## src/rtl/run_sequencer_pkg.sv

```systemverilog
// ----------------------------------------------------------------------------
// run_sequencer_pkg
// Shared types and default widths for the run sequencer and its watchdog.
//   state_e      : sequencer FSM state, 3-bit encoding exported on the port
//   ADDR_W_DEF   : default program memory address width
//   DATA_W_DEF   : default program / result byte width
// ----------------------------------------------------------------------------
package run_sequencer_pkg;

    localparam int unsigned ADDR_W_DEF = 5;
    localparam int unsigned DATA_W_DEF = 8;

    typedef enum logic [2:0] {
        ST_IDLE  = 3'd0,
        ST_LOAD  = 3'd1,
        ST_ARMED = 3'd2,
        ST_RUN   = 3'd3,
        ST_DONE  = 3'd4
    } state_e;

endpackage

```

## src/rtl/run_sequencer_watchdog.sv

```systemverilog
// ----------------------------------------------------------------------------
// seq_watchdog
// Counts RUN cycles and flags the cycle in which the budget is used up.
//   clk, rst_n  : clock, asynchronous active-low reset
//   clear       : restart the count at 0 (takes priority over enable)
//   enable      : count this cycle
//   expired     : count has reached WDOG_CYCLES-1 while enabled
// ----------------------------------------------------------------------------
module seq_watchdog #(
    parameter int unsigned WDOG_CYCLES = 255
) (
    input  logic clk,
    input  logic rst_n,
    input  logic clear,
    input  logic enable,
    output logic expired
);

    localparam int unsigned CNT_W = (WDOG_CYCLES < 2) ? 1 : $clog2(WDOG_CYCLES + 1);
    localparam logic [CNT_W-1:0] LAST = CNT_W'((WDOG_CYCLES == 0) ? 0 : WDOG_CYCLES - 1);

    logic [CNT_W-1:0] count_q, count_d;
    logic             at_last;

    assign at_last = (count_q == LAST);
    assign expired = enable & at_last;

    always_comb begin
        count_d = count_q;
        if (clear) begin
            count_d = '0;
        end else if (enable && !at_last) begin
            // Hold at the last value so the counter can never wrap.
            count_d = count_q + CNT_W'(1);
        end
    end

    always_ff @(posedge clk or negedge rst_n) begin
        if (!rst_n) count_q <= '0;
        else        count_q <= count_d;
    end

endmodule

```

## src/rtl/run_sequencer.sv

```systemverilog
// ----------------------------------------------------------------------------
// run_sequencer
// Loads a program from a host byte stream into a byte computer's program
// memory, starts it on request, and captures its output byte when it halts
// (or flags a timeout when the watchdog expires).
//   clk, rst_n                         : clock, asynchronous active-low reset
//   host_valid/host_data/host_last     : program byte stream from host
//   host_ready                         : byte accepted this cycle
//   go, abort                          : run request / return to IDLE
//   cpu_start, cpu_halt                : run enable / halted indication
//   cpu_we, cpu_addr, cpu_wdata        : program memory write port
//   cpu_odata                          : computer output byte
//   result, result_valid, timeout      : captured outcome of the last run
//   state                              : current FSM state code
// ----------------------------------------------------------------------------
module run_sequencer
    import run_sequencer_pkg::*;
#(
    parameter int unsigned ADDR_W      = ADDR_W_DEF,
    parameter int unsigned DATA_W      = DATA_W_DEF,
    parameter int unsigned WDOG_CYCLES = 255
) (
    input  logic              clk,
    input  logic              rst_n,
    input  logic              host_valid,
    input  logic [DATA_W-1:0] host_data,
    input  logic              host_last,
    output logic              host_ready,
    input  logic              go,
    input  logic              abort,
    output logic              cpu_start,
    input  logic              cpu_halt,
    output logic              cpu_we,
    output logic [ADDR_W-1:0] cpu_addr,
    output logic [DATA_W-1:0] cpu_wdata,
    input  logic [DATA_W-1:0] cpu_odata,
    output logic [DATA_W-1:0] result,
    output logic              result_valid,
    output logic              timeout,
    output logic [2:0]        state
);

    localparam logic [ADDR_W-1:0] PTR_MAX = '1;

    state_e            state_q, state_d;
    logic [ADDR_W-1:0] ptr_q, ptr_d;
    logic              we_q, we_d;
    logic [ADDR_W-1:0] addr_q, addr_d;
    logic [DATA_W-1:0] wdata_q, wdata_d;
    logic              start_q, start_d;
    logic [DATA_W-1:0] result_q, result_d;
    logic              rvalid_q, rvalid_d;
    logic              tout_q, tout_d;

    logic hs;
    logic wd_clear;
    logic wd_expired;

    // Ready is a pure decode of the registered state, so it is glitch-free
    // and reads 1 during reset (state is IDLE).
    assign host_ready = (state_q == ST_IDLE) || (state_q == ST_LOAD) || (state_q == ST_DONE);
    assign hs         = host_valid & host_ready;

    seq_watchdog #(
        .WDOG_CYCLES (WDOG_CYCLES)
    ) u_wdog (
        .clk     (clk),
        .rst_n   (rst_n),
        .clear   (wd_clear),
        .enable  (state_q == ST_RUN),
        .expired (wd_expired)
    );

    always_comb begin
        state_d  = state_q;
        ptr_d    = ptr_q;
        we_d     = 1'b0;
        addr_d   = addr_q;
        wdata_d  = wdata_q;
        start_d  = start_q;
        result_d = result_q;
        rvalid_d = rvalid_q;
        tout_d   = tout_q;
        wd_clear = 1'b0;

        if (abort) begin
            // Overrides everything, including a handshake in this cycle.
            state_d = ST_IDLE;
            ptr_d   = '0;
            start_d = 1'b0;
        end else begin
            unique case (state_q)
                ST_IDLE, ST_DONE: begin
                    // A new program load wins over a rerun request in DONE,
                    // since the byte has already been acknowledged.
                    if (hs) begin
                        we_d     = 1'b1;
                        addr_d   = '0;
                        wdata_d  = host_data;
                        ptr_d    = (PTR_MAX == '0) ? '0 : ADDR_W'(1);
                        rvalid_d = 1'b0;
                        tout_d   = 1'b0;
                        state_d  = (host_last || PTR_MAX == '0) ? ST_ARMED : ST_LOAD;
                    end else if (state_q == ST_DONE && go) begin
                        state_d  = ST_RUN;
                        start_d  = 1'b1;
                        wd_clear = 1'b1;
                    end
                end
                ST_LOAD: begin
                    if (hs) begin
                        we_d    = 1'b1;
                        addr_d  = ptr_q;
                        wdata_d = host_data;
                        if (host_last || ptr_q == PTR_MAX) begin
                            state_d = ST_ARMED;
                        end else begin
                            ptr_d = ptr_q + ADDR_W'(1);
                        end
                    end
                end
                ST_ARMED: begin
                    if (go) begin
                        state_d  = ST_RUN;
                        start_d  = 1'b1;
                        wd_clear = 1'b1;
                    end
                end
                ST_RUN: begin
                    // Halt is checked first so a coincident expiry is ignored.
                    if (cpu_halt) begin
                        result_d = cpu_odata;
                        rvalid_d = 1'b1;
                        tout_d   = 1'b0;
                        start_d  = 1'b0;
                        state_d  = ST_DONE;
                    end else if (wd_expired) begin
                        rvalid_d = 1'b0;
                        tout_d   = 1'b1;
                        start_d  = 1'b0;
                        state_d  = ST_DONE;
                    end
                end
                default: begin
                    state_d = ST_IDLE;
                    start_d = 1'b0;
                end
            endcase
        end
    end

    always_ff @(posedge clk or negedge rst_n) begin
        if (!rst_n) begin
            state_q  <= ST_IDLE;
            ptr_q    <= '0;
            we_q     <= 1'b0;
            addr_q   <= '0;
            wdata_q  <= '0;
            start_q  <= 1'b0;
            result_q <= '0;
            rvalid_q <= 1'b0;
            tout_q   <= 1'b0;
        end else begin
            state_q  <= state_d;
            ptr_q    <= ptr_d;
            we_q     <= we_d;
            addr_q   <= addr_d;
            wdata_q  <= wdata_d;
            start_q  <= start_d;
            result_q <= result_d;
            rvalid_q <= rvalid_d;
            tout_q   <= tout_d;
        end
    end

    assign cpu_start    = start_q;
    assign cpu_we       = we_q;
    assign cpu_addr     = addr_q;
    assign cpu_wdata    = wdata_q;
    assign result       = result_q;
    assign result_valid = rvalid_q;
    assign timeout      = tout_q;
    assign state        = state_q;

endmodule

```

## config.mk

```make
export PLATFORM = sky130hd
export DESIGN_NAME = run_sequencer
export DESIGN_NICKNAME = d
export VERILOG_FILES = /design/src/rtl/run_sequencer_pkg.sv /design/src/rtl/run_sequencer_watchdog.sv /design/src/rtl/run_sequencer.sv
export SDC_FILE = /design/constraint.sdc
export NUM_CORES = 1
export LEC_CHECK = 0
export CORE_AREA = 2 2 75 77
export CTS_CLUSTER_DIAMETER = 80
export DETAILED_ROUTE_END_ITERATION = 8
export DIE_AREA = 0 0 77 79
export PLACE_DENSITY = 0.64
export SLEW_MARGIN = 20
export SYNTH_ARGS = -nofsm -noshare
export SYNTH_HDL_FRONTEND = slang
export SYNTH_SLANG_ARGS = --single-unit
```

## constraint.sdc

```tcl
create_clock -name clk -period 2.7 [get_ports clk]
set_clock_uncertainty 0.05 [all_clocks]
set_input_delay 0.405 -clock clk [delete_from_list [all_inputs] [get_ports clk]]
set_output_delay 0.405 -clock clk [all_outputs]
set_load 0.05 [all_outputs]
```

# Word-level counts from Yosys, hierarchy flattened
# Cells that the tools add are included.
[word_totals] register_bits=41 in_bits=23 output_inout_bits=29 elab_cells=95
[classes] n_addsub=2 eq_ne=19 muxes=41 n_bitwise=3 reduce_logical=20
[op_table] operator="$mux W5" count=6
[op_table] operator="$mux W3" count=8
[op_table] operator="$ne A3 B3 Y1 const B" count=7
[op_table] operator="$pmux W5 S2" count=2
[op_table] operator="$mux W1" count=17
[op_table] operator="$mux W8" count=2
[op_table] operator="$pmux W3 S4" count=1
[op_table] operator="$reduce_and A4 Y1" count=3
[op_table] operator="$reduce_and A5 Y1" count=2
[op_table] operator="$add A8 B1 Y8 const B" count=1
[op_table] operator="$eq A8 B8 Y1 const B" count=1
[op_table] operator="$ne A4 B4 Y1 const B" count=2
[op_table] operator="$eq A3 B2 Y1 const B" count=2
[op_table] operator="$ne A2 B2 Y1 const B" count=3
[op_table] operator="$pmux W1 S2" count=3
[op_table] operator="$reduce_and A3 Y1" count=2
[op_table] operator="$reduce_bool A2 Y1" count=3
[op_table] operator="$add A5 B1 Y5 const B" count=1
[op_table] operator="$eq A5 B5 Y1 const B" count=1
[op_table] operator="$pmux W1 S4" count=1
[op_table] operator="$eq A3 B1 Y1 const B" count=1
[op_table] operator="$eq A3 B3 Y1 const B" count=1
[op_table] operator="$logic_not A3 Y1" count=1
[op_table] operator="$logic_or A1 B1 Y1" count=3
[op_table] operator="9 further kinds" count=11

# Logic depth before layout (Yosys ltp)
[logic_depth] word_depth=8 depth_mapped=9 mapped_depth_nobuf=8

# Modules after synthesis
# Synthesis repeated with hierarchy kept, for this count alone.
[hier_totals] cells_unflattened=195 area_unflattened_um2=2062.0
[modules_own_cells] mod="run_sequencer" instances=1 cells_each=148 area_per_inst_um2=1562.7 seq_area_each_um2=825.8
[modules_own_cells] mod="seq_watchdog" instances=1 cells_each=47 area_per_inst_um2=499.2 seq_area_each_um2=200.2

# Least setup slack after synthesis
# No wires, ideal clock.
[synth_timing] path_kind="register to register" from="register ptr_q[0]" to="register ptr_q[2]" setup_ns=0.066 arrival_ns=2.075 t_required_ns=2.584 setup_slack_ns=0.509 stages_incl_launch_ff=9 n_path_buf=0 synth_period_minus_slack_ns=2.191 cell_sequence="dfrtp_1 > ha_1 > and3_1 > ha_1 > or2_2 > o21ai_2 > a21oi_1 > or4b_1 > nand2_1"
[synth_via] elab_chain_cells=5 word_cells_on_any_way=9 classes_between="add/sub: 1; eq/ne: 2; mux: 4; reduce/logical: 2"
[synth_rtl] element="start: declaration" line_no="run_sequencer.sv:46" source="logic [ADDR_W-1:0] ptr_q, ptr_d;"
[synth_rtl] element="start signal: assignment" line_no="run_sequencer.sv:165" source="ptr_q <= ptr_d;"
[synth_rtl] element="$add A5 B1 Y5" line_no="run_sequencer.sv:118" source="ptr_d = ptr_q + ADDR_W'(1);"
[synth_rtl] element="$mux W5" line_no="run_sequencer.sv:115" source="if (host_last || ptr_q == PTR_MAX) begin"
[synth_rtl] element="$mux W5" line_no="run_sequencer.sv:111" source="if (hs) begin"
[synth_rtl] element="$pmux W5 S2" line_no="run_sequencer.sv:92" source="unique case (state_q)"
[synth_rtl] element="$mux W5" line_no="run_sequencer.sv:86" source="if (abort) begin"
# Parallel ways exist; a longest one is shown, timed or not. The select of a mux whose other input is x is not followed.
# A chain may end at the register's enable or synchronous reset.

# Worst setup path after layout
# Same ends and word-level chain as after synthesis.

==> impl_metrics.env <==
export IMPL_die_x_microns=77
export IMPL_core_area_sq_mm=0.00534
export IMPL_routed_top_layer="met4"
export IMPL_start_util=0.362
export IMPL_drv_slew=0
export IMPL_seqPwrFrac=0.322
export IMPL_met3_length_microns=159
export IMPL_place_congestion=0.742
export IMPL_hold_buffers=0
export IMPL_final_cells=306
export IMPL_yosys_area_top_type_share=0.531
export IMPL_clock_sinks=41
export IMPL_fin_area_sq_mm=0.00264
export IMPL_ant_nets=0
export IMPL_avgSynthCellArea_sq_um=10.7
export IMPL_cap_violations=0
export IMPL_cts_buffers=5
export IMPL_place_inst=298
export IMPL_r2r_start="ptr_q[0]$_DFFE_PN0P_"
export IMPL_rows=27
export IMPL_status="finished, final reports clean"
export IMPL_cp_cell_sequence="ha_1, and3_1, ha_1, or2_2, o21ai_2, a21oi_1, or4b_1, nand2_1"
export IMPL_avgRoutedWirePerCell_microns=13.2
export IMPL_cts_max_level=2
export IMPL_layout_common_cells="50 x clkdlybuf4s50_1, 41 x dfrtp_1, 39 x nand2_1"
export IMPL_ys_warn_count=0
export IMPL_hp_class="in2async"
export IMPL_clockBufferDepth=2
export IMPL_antenna_found_initial=0
export IMPL_setup_tns_ns=0
export IMPL_worst_path_largest_cell_delay_ns=0.53
export IMPL_setup_viol=0
export IMPL_root_buffer="clkbuf_8"
export IMPL_final_layout_size_suffix_gt1_frac=0.132
export IMPL_drc_errors=0
export IMPL_synth_seq_area_share=0.531
export IMPL_die_h_microns=79
export IMPL_drtIter0Drc=83
export IMPL_crit_type="reg2reg"
export IMPL_m1WireLength_mm=1.95
export IMPL_clockPowerShare=0.200
export IMPL_nets=260
export IMPL_internal_power_mw=1.66
export IMPL_pwr_share_comb=0.478
export IMPL_finalCritPeriodShare=0.875
export IMPL_hold_viol_final=0
export IMPL_clkLatencyLatePin_ns=0.29
export IMPL_dp_hpwl_mm=2.90
export IMPL_routed_wl_mm=4.02
export IMPL_final_core_util=0.494
export IMPL_grt_max_degree=42
export IMPL_cp_required_ns=2.89
export IMPL_switching_share=0.432
export IMPL_met2_wirelength_mm=1.83
export IMPL_grt_pass1_vias=1462
export IMPL_p_leak_nw=1.18
export IMPL_io_buffers=51
export IMPL_cp_arrival_ns=2.55
export IMPL_path_common_cell="ha_1"
export IMPL_ir_drop_v=0.000627
export IMPL_synth_cell_types=44
export IMPL_vias=1489
export IMPL_syn_area_sq_mm=0.00193
export IMPL_worst_pin_slew_ns=0.904
export IMPL_netlist_instances=180
export IMPL_synth_top_area_cell="dfrtp_1"
export IMPL_vias_per_cell=4.87
export IMPL_ys_seq_elements=41
export IMPL_switching_power_mw=1.26
export IMPL_ys_top_cells_by_area="dfrtp_1 53%, nand2_1 7.6%, mux2_2 4.7%"
export IMPL_layout_setup_ws_ns=0.337
export IMPL_dp_slack_ns=0.232
export IMPL_r2r_cells=8
export IMPL_grt_pass1_wl_mm=6.83
export IMPL_rrSetupSlack_ns=0.34
export IMPL_placed_area_sq_mm=0.00250
export IMPL_clock_fmax_ghz=0.423
export IMPL_cts_setup_buffers=0
export IMPL_min_period_ns=2.36
export IMPL_cts_tree="done"
export IMPL_slew_headroom=0.397
export IMPL_io_pins=52
export IMPL_area_delta_synth_final_pct=36.4
export IMPL_die_area_sq_mm=0.00608
export IMPL_rsz0062_at_grt="false"
export IMPL_synth_nets=207
export IMPL_layout_commonest_cell="clkdlybuf4s50_1"
export IMPL_endpoint_kind="register"
export IMPL_cts_clk_slew_worst_paths_ns=0.08
export IMPL_reg2reg_to="ptr_q[2]$_DFFE_PN0P_"
export IMPL_grt_ovfl_total=0
export IMPL_critPathMaxFanout=5
export IMPL_diodes=0
export IMPL_startpoint_type="register"
export IMPL_drtPass1Iterations=4
export IMPL_gr_usage_all_layers=0.143
export IMPL_post_cts_resized=0
export IMPL_worst_path_max_delay_cell="or4b_1"
export IMPL_p_per_area_mw_per_mm2=1110
[synthesized netlist by cell type]
master,number
a211oi_1,1
and4_1,1
a21o_1,2
o22ai_1,1
or3b_2,2
a311oi_1,1
or3_4,1
nand3b_1,2
mux2i_1,1
xor2_1,3
or2_2,1
a31oi_1,2
clkbuf_1,1
and3_1,1
mux2_2,8
a22o_1,8
nor3_1,1
buf_4,2
nand3_2,1
nor3_4,1
nor2b_1,2
nor4bb_1,1
xnor2_1,5
nand2_1,39
or2_1,1
clkinv_1,1
nand3b_2,1
o22ai_2,1
a211oi_2,1
nor2_1,17
o21ai_2,1
o21ai_0,2
o31ai_1,2
nand3_1,1
nand4_1,2
or3_1,2
ha_1,4
a21oi_1,6
mux2_4,2
dfrtp_1,41
inv_1,2
buf_2,3
or4b_1,1
a41oi_2,1
[final cells by class]
type,instances,area [sq um]
clock buffers,5,68.8
clock inverters,3,65.1
fillers,526,2700
inverters,3,11.3
multi-input cells,130,862
flip-flops and latches,41,1030
well taps,72,90.1
repair buffers,52,513
[routing by layer]
metal | global-route usage | up-vias
met3 | 0.0341 | 6
li1 | - | 729
met1 | 0.184 | 717
met4 | 0.0696 | 0
met5 | 0 | -
met2 | 0.228 | 37
[power groups by stage]
stage,clock [mW],sequential (mW),combinational (mW)
after floorplan,0,1.46,0.429
after global placement,0,0.952,1.39
after detailed placement,0,0.954,1.40
after CTS,0.595,0.941,1.41
after global routing,0.621,0.968,1.47
final,0.583,0.938,1.39
[registers in the layout, summed over array words and instances, names as in the netlist]
| name | flops |
|---|---|
| result_valid | 1 |
| cpu_wdata | 8 |
| cpu_addr | 5 |
| u_wdog.count_q | 8 |
| timeout | 1 |
| state | 3 |
| cpu_start | 1 |
| result | 8 |
| ptr_q | 5 |
| cpu_we | 1 |
[cell families after synthesis]
| group | count (synthesis) | synth area share |
|---|---|---|
| and+or+nand+nor | 78 | 0.200 |
| xor gates and xnor gates | 8 | 0.0362 |
| DFF | 41 | 0.531 |
| AOI/OAI and AO/OA | 29 | 0.117 |
| muxes | 11 | 0.0673 |
| buffers and inverters | 9 | 0.0233 |
| adders and majority gates | 4 | 0.0259 |
[stage by stage]
step	hold WS [ns]	power, mW
CTS	0.219	2.94
global route	0.262	3.06
global placement	0.409	2.34
finish	0.182	2.91
detailed placement	0.417	2.36
floorplan	0.0594	1.89
[worst max path at each step]
stage	from	endpoint	slack, ns	cells after the start
4_1_cts	ptr_q[0]$_DFFE_PN0P_	ptr_q[2]$_DFFE_PN0P_	0.33	8
2_1_floorplan	ptr_q[0]$_DFFE_PN0P_	ptr_q[2]$_DFFE_PN0P_	0.51	8
6_report	ptr_q[0]$_DFFE_PN0P_	ptr_q[2]$_DFFE_PN0P_	0.34	8
3_3_place_gp	host_valid	cpu_wdata[1]$_DFFE_PN0P_	0.23	7
3_5_place_dp	host_valid	cpu_wdata[1]$_DFFE_PN0P_	0.23	7
5_1_grt	ptr_q[0]$_DFFE_PN0P_	ptr_q[2]$_DFFE_PN0P_	0.20	8
[critical path: cells and delay by family, from the launching register on]
family / cells / cell delay [ns]
AND/OR/NAND/NOR: 4 / 1.08
flip-flops: 1 / 0.44
AO/OA/AOI/OAI: 2 / 0.33
adder cells (fa/ha/maj): 2 / 0.40
Power figures use the tool's default switching activity.
